==> src/rtl/handshake_protocol_monitor.sv <==
// Passive ready/valid checker for NUM_CH channels: flags stall violations
// (valid drop, payload change, timeout), counts accepted transfers, reports status.
module handshake_protocol_monitor #(
  parameter int NUM_CH     = 3,
  parameter int DATA_WIDTH = 4,
  parameter int TIMEOUT    = 16,
  parameter int CNT_WIDTH  = 16
) (
  input  logic                         CLK,
  input  logic                         RESET,
  input  logic                         enable,
  input  logic                         clear_counts,
  input  logic [NUM_CH-1:0]            ch_valid,
  input  logic [NUM_CH-1:0]            ch_ready,
  input  logic [NUM_CH*DATA_WIDTH-1:0] ch_data,
  output logic [NUM_CH-1:0]            err_valid_drop,
  output logic [NUM_CH-1:0]            err_data_change,
  output logic [NUM_CH-1:0]            err_timeout,
  output logic                         any_error,
  output logic [$clog2(NUM_CH):0]      first_err_ch,
  output logic [NUM_CH*CNT_WIDTH-1:0]  xfer_count
);

  localparam int SCW = $clog2(TIMEOUT + 1);
  localparam int FW  = $clog2(NUM_CH) + 1;
  localparam logic [0:0]     ST_IDLE     = 1'b0;
  localparam logic [0:0]     ST_STALL    = 1'b1;
  localparam logic [SCW-1:0] STALL_LIMIT = SCW'(TIMEOUT);
  localparam logic [FW-1:0]  NO_ERR      = '1;

  logic [NUM_CH-1:0] err_vd_d;
  logic [NUM_CH-1:0] err_dc_d;
  logic [NUM_CH-1:0] err_to_d;
  logic [NUM_CH-1:0] ev;
  logic              any_error_q, any_error_d;
  logic [FW-1:0]     first_err_q, first_err_d;

  genvar gi;
  generate
    for (gi = 0; gi < NUM_CH; gi++) begin : g_ch
      logic [0:0]            state_q, state_d;
      logic [SCW-1:0]        stall_cnt_q, stall_cnt_d;
      logic [DATA_WIDTH-1:0] hold_q, hold_d;
      logic [DATA_WIDTH-1:0] data;
      logic [CNT_WIDTH-1:0]  cnt_q, cnt_d;
      logic                  vd_q, vd_d, dc_q, dc_d, to_q, to_d;
      logic                  ev_vd, ev_dc, ev_to, cnt_inc;

      assign data = ch_data[gi*DATA_WIDTH +: DATA_WIDTH];

      always_comb begin
        state_d     = state_q;
        stall_cnt_d = stall_cnt_q;
        hold_d      = hold_q;
        cnt_d       = cnt_q;
        vd_d        = vd_q;
        dc_d        = dc_q;
        to_d        = to_q;
        ev_vd       = 1'b0;
        ev_dc       = 1'b0;
        ev_to       = 1'b0;
        cnt_inc     = 1'b0;
        if (clear_counts) begin
          state_d     = ST_IDLE;
          stall_cnt_d = '0;
          cnt_d       = '0;
          vd_d        = 1'b0;
          dc_d        = 1'b0;
          to_d        = 1'b0;
        end else if (!enable) begin
          // A stall interrupted by disable is forgotten, not resumed.
          state_d     = ST_IDLE;
          stall_cnt_d = '0;
        end else begin
          case (state_q)
            ST_IDLE: begin
              if (ch_valid[gi] && ch_ready[gi]) begin
                cnt_inc = 1'b1;
              end else if (ch_valid[gi]) begin
                state_d     = ST_STALL;
                hold_d      = data;
                stall_cnt_d = SCW'(1);
              end
            end
            default: begin
              if (!ch_valid[gi]) begin
                ev_vd       = 1'b1;
                state_d     = ST_IDLE;
                stall_cnt_d = '0;
              end else begin
                ev_dc = (data != hold_q);
                if (ch_ready[gi]) begin
                  cnt_inc     = 1'b1;
                  state_d     = ST_IDLE;
                  stall_cnt_d = '0;
                end else if (stall_cnt_q != STALL_LIMIT) begin
                  // Saturating at the limit makes the timeout fire once per episode.
                  stall_cnt_d = stall_cnt_q + SCW'(1);
                  ev_to       = (stall_cnt_d == STALL_LIMIT);
                end
              end
            end
          endcase
          if (cnt_inc && (cnt_q != '1)) begin
            cnt_d = cnt_q + CNT_WIDTH'(1);
          end
          vd_d = vd_q | ev_vd;
          dc_d = dc_q | ev_dc;
          to_d = to_q | ev_to;
        end
      end

      always_ff @(posedge CLK) begin
        if (RESET) begin
          state_q     <= ST_IDLE;
          stall_cnt_q <= '0;
          hold_q      <= '0;
          cnt_q       <= '0;
          vd_q        <= 1'b0;
          dc_q        <= 1'b0;
          to_q        <= 1'b0;
        end else begin
          state_q     <= state_d;
          stall_cnt_q <= stall_cnt_d;
          hold_q      <= hold_d;
          cnt_q       <= cnt_d;
          vd_q        <= vd_d;
          dc_q        <= dc_d;
          to_q        <= to_d;
        end
      end

      assign err_valid_drop[gi]  = vd_q;
      assign err_data_change[gi] = dc_q;
      assign err_timeout[gi]     = to_q;
      assign err_vd_d[gi]        = vd_d;
      assign err_dc_d[gi]        = dc_d;
      assign err_to_d[gi]        = to_d;
      assign ev[gi]              = ev_vd | ev_dc | ev_to;
      assign xfer_count[gi*CNT_WIDTH +: CNT_WIDTH] = cnt_q;
    end
  endgenerate

  always_comb begin
    any_error_d = |{err_vd_d, err_dc_d, err_to_d};
    first_err_d = first_err_q;
    if (clear_counts) begin
      first_err_d = NO_ERR;
    end else if (first_err_q == NO_ERR) begin
      // Descending scan so the lowest erroring channel is written last and wins.
      for (int i = NUM_CH - 1; i >= 0; i--) begin
        if (ev[i]) begin
          first_err_d = FW'(i);
        end
      end
    end
  end

  always_ff @(posedge CLK) begin
    if (RESET) begin
      any_error_q <= 1'b0;
      first_err_q <= NO_ERR;
    end else begin
      any_error_q <= any_error_d;
      first_err_q <= first_err_d;
    end
  end

  assign any_error    = any_error_q;
  assign first_err_ch = first_err_q;

endmodule

==> config.mk <==
export PLATFORM = sky130hd
export DESIGN_NAME = handshake_protocol_monitor
export DESIGN_NICKNAME = d
export VERILOG_FILES = /design/src/rtl/handshake_protocol_monitor.sv
export SDC_FILE = /design/constraint.sdc
export NUM_CORES = 1
export LEC_CHECK = 0
export CELL_PAD_IN_SITES_DETAIL_PLACEMENT = 1
export CELL_PAD_IN_SITES_GLOBAL_PLACEMENT = 2
export CORE_MARGIN = 4
export CORE_UTILIZATION = 29
export DETAILED_ROUTE_END_ITERATION = 10
export PLACE_DENSITY_LB_ADDON = 0.1
export SETUP_SLACK_MARGIN = 0.1
export SLEW_MARGIN = 20
export SYNTH_ARGS = -nofsm -noshare
export SYNTH_HDL_FRONTEND = slang
export SYNTH_SLANG_ARGS = --single-unit
==> constraint.sdc <==
create_clock -name CLK -period 2.1 [get_ports CLK]
set_clock_uncertainty 0.15 [all_clocks]
set_input_delay 0.21 -clock CLK [delete_from_list [all_inputs] [get_ports CLK]]
set_output_delay 0.21 -clock CLK [all_outputs]
set_load 0.05 [all_outputs]
==> results.json, run 1 <==
{
  "n_antenna_cell": 0,
  "area_growth_pct": 37.0,
  "yosysSeqAreaShare": 0.385,
  "grt_pass1_wl_mm": 23.6,
  "p_sw_w": 0.000811,
  "grt_start_max_net_pins": 24,
  "drive_gt1_frac": 0.186,
  "core_area_sq_um": 15900,
  "hp-class": "flip-flop to flip-flop",
  "dp_hpwl_mm": 10.8,
  "cts_sinks": 91,
  "p_sw_frac": 0.223,
  "post_cts_buffers": 0,
  "run_status": "finished clean",
  "finalSetupViolCount": 0,
  "clkPwrFrac": 0.455,
  "critical_path_class": "flip-flop to flip-flop",
  "drc": 0,
  "relSlewSlack": 0.611,
  "start_util": 0.297,
  "synth.yosys.warnings": 0,
  "multi_input_area_sq_um": 2770,
  "cts_tree": "built",
  "antenna_found_initial": 0,
  "pin_count": 83,
  "slew_viol_final": 0,
  "grt_pass1_vias": 4580,
  "path_max_fanout": 4,
  "rsz0062_at_grt": "true",
  "p_comb_frac": 0.065,
  "synth_flop_cell": "dfxtp_1",
  "avgRoutedWirePerCell_um": 16.4,
  "synthArstFlopShare": 0,
  "power_density_nw_per_um2": 561,
  "clock.fmax_mhz": 512,
  "synth_area_sq_um": 4730,
  "final_hold_viol_count": 0,
  "nets": 691,
  "gp_congestion": 0.771,
  "synthCells": 547,
  "drt-initial-drc-count": 130,
  "vdd_ir_drop_max_v": 0.000407,
  "crit_required_ps": 2220,
  "final_common_cell": "nor2_1",
  "synth_fp_nets": 581,
  "startpoint_type": "flip-flop",
  "clock_path_buffers": 2,
  "antenna_left": 0,
  "final.period_utilization": 0.930,
  "yosysUniqueCellTypes": 58,
  "regArea_sq_um": 1860,
  "dp_cells": 862,
  "end_kind": "flip-flop",
  "tns_ps": 0,
  "cts_root_buffer": "clkbuf_16",
  "tightest_slew_ps": 582,
  "synth_edf_count": 0,
  "intPower_w": 0.00282,
  "gr-total-overflow": 0,
  "yosys_register_bits": 91,
  "die_height_um": 136,
  "die_w_um": 136,
  "seqPwrFrac": 0.480,
  "maxCapViolCount": 0,
  "num_vias": 4394,
  "worstSkewPairLatency_ps": 340,
  "synth.avg_cell_area_sq_um": 8.65,
  "mostFrequentLayoutCells": "nor2_1, clkdlybuf4s50_1, dfxtp_1, xnor2_1, buf_4",
  "final_cell_count_no_fill": 877,
  "drt-total-wl_mm": 14.3,
  "io_buffers": 82,
  "numCtsBuffers": 9,
  "fillers": 1843,
  "htree_levels": 3,
  "num_rows": 46,
  "first_pass_iters": 5,
  "leakage_nw": 2.35,
  "cts.clk_slew.worst_paths_ps": 70,
  "vias_per_cell": 5.01,
  "cp.arrival_ps": 2080,
  "grt_usage": 0.159,
  "fp.dieArea_sq_um": 18400,
  "min_period_ps": 1950
}
## cell families after synthesis
logic type	count (synthesis)	share of synthesized area
mux	14	0.0296
compound gates	89	0.126
simple gates	236	0.271
fa+ha+maj	12	0.0317
buf+inv	47	0.0484
flops	91	0.385
xor+xnor	58	0.107
## per-layer routing
metal / vias to the layer above / GRT usage / part of all wire
li1: 2156 / - / -
met1: 2163 / 0.204 / 0.47
met2: 71 / 0.270 / 0.48
met3: 4 / 0.0490 / 0.044
met4: 0 / 0.0269 / 0.0052
met5: - / 0 / 0
## final timing paths
check	start	endpoint	slack, ps	cells past startpoint
min	g_ch[0].to_q$_SDFF_PP0_	g_ch[0].to_q$_SDFF_PP0_	350	2
min reg2reg	g_ch[0].to_q$_SDFF_PP0_	g_ch[0].to_q$_SDFF_PP0_	350	2
max	g_ch[1].stall_cnt_q[0]$_SDFFE_PP0P_	any_error$_SDFF_PP0_	150	6
max reg2reg	g_ch[1].stall_cnt_q[0]$_SDFFE_PP0P_	any_error$_SDFF_PP0_	150	6
## critical path, stage by stage (launching register included)
cell	delay, ps
dfxtp_4	360
ha_4	170
xnor2_1	160
nand3_1	120
or4b_4	570
and4_1	220
a31oi_1	140
## repair_timing
action	4_1_cts	5_1_grt
hold buffers	0	0
pin swaps	0	3
gates resized for setup	8	30
endpoints found under the setup margin	7	20
## through the flow
stage / power, W / worst slack, ps / area, sq um / hold WS, ps / util
6_report: 0.00364 / 147 / 6480 / 348 / 0.407
5_1_grt: 0.00381 / 64.4 / 6480 / 389 / 0.407
4_1_cts: 0.00371 / 101 / 6360 / 357 / 0.399
3_5_place_dp: 0.00202 / -219 / 6060 / 342 / 0.380
3_3_place_gp: 0.00202 / -130 / 6060 / 321 / 0.380
2_1_floorplan: 0.00189 / 109 / 4760 / 207 / -
## cells in the mapped netlist (2+ instances only)
master	n	share of area
nor3_1	6	0.0063
nor4_2	2	0.0053
a31o_2	2	0.0037
a31oi_1	5	0.0066
mux2i_1	14	0.030
buf_4	10	0.016
nor3_2	3	0.0063
xor2_1	5	0.0093
and3_1	6	0.0079
a22oi_1	6	0.0095
nor4_1	10	0.013
nand2b_1	5	0.0066
a2111oi_1	4	0.0085
a21oi_1	24	0.025
and4_1	9	0.017
nand3_1	26	0.028
o211ai_1	3	0.0048
o21ai_0	18	0.019
or3_1	5	0.0066
o2111ai_1	2	0.0037
dfxtp_1	91	0.39
nand4_1	19	0.025
inv_1	15	0.012
a211oi_1	10	0.016
o21bai_1	2	0.0032
nor2_1	93	0.074
nand2_1	25	0.020
nand3b_1	6	0.0095
nor3b_1	4	0.0063
a41oi_1	4	0.0074
nor4b_1	2	0.0037
xnor2_1	53	0.098
ha_1	12	0.032
clkbuf_1	12	0.0095
buf_1	3	0.0024
nor4bb_1	2	0.0042
nor2b_1	4	0.0053
buf_2	5	0.0053
## state kept, by name (all words and copies together), names as in the netlist
signal and count:
any_error 1, g_ch.hold_q 12, g_ch.cnt_q 48, g_ch.stall_cnt_q 15, g_ch.to_q 3, g_ch.state_q 3
g_ch.vd_q 3, g_ch.dc_q 3, first_err_ch 3
## final cells by class
cell class / count / area share
timing repair buffer: 131 / 0.189
inverter: 15 / 0.00869
multi-input combinational: 409 / 0.427
clock buffer: 13 / 0.0402
sequential: 91 / 0.287
clock inverter: 2 / 0.00541
tap: 216 / 0.0417
## power by group through the flow
stage / sequential, W / combinational [W] / clock, W
floorplan: 0.00179 / 0.000104 / 0
global placement: 0.00178 / 0.000234 / 0
detailed placement: 0.00178 / 0.000238 / 0
CTS: 0.00174 / 0.000239 / 0.00173
global route: 0.00174 / 0.000260 / 0.00180
finish: 0.00174 / 0.000237 / 0.00165
Note: power is estimated with default switching activity, not from simulation.
==> run 2: changes to the inputs <==
- CAP_MARGIN: unset -> 10
==> results of run 2 <==
Final layout, timing and power as in run 1 (identical DEF).
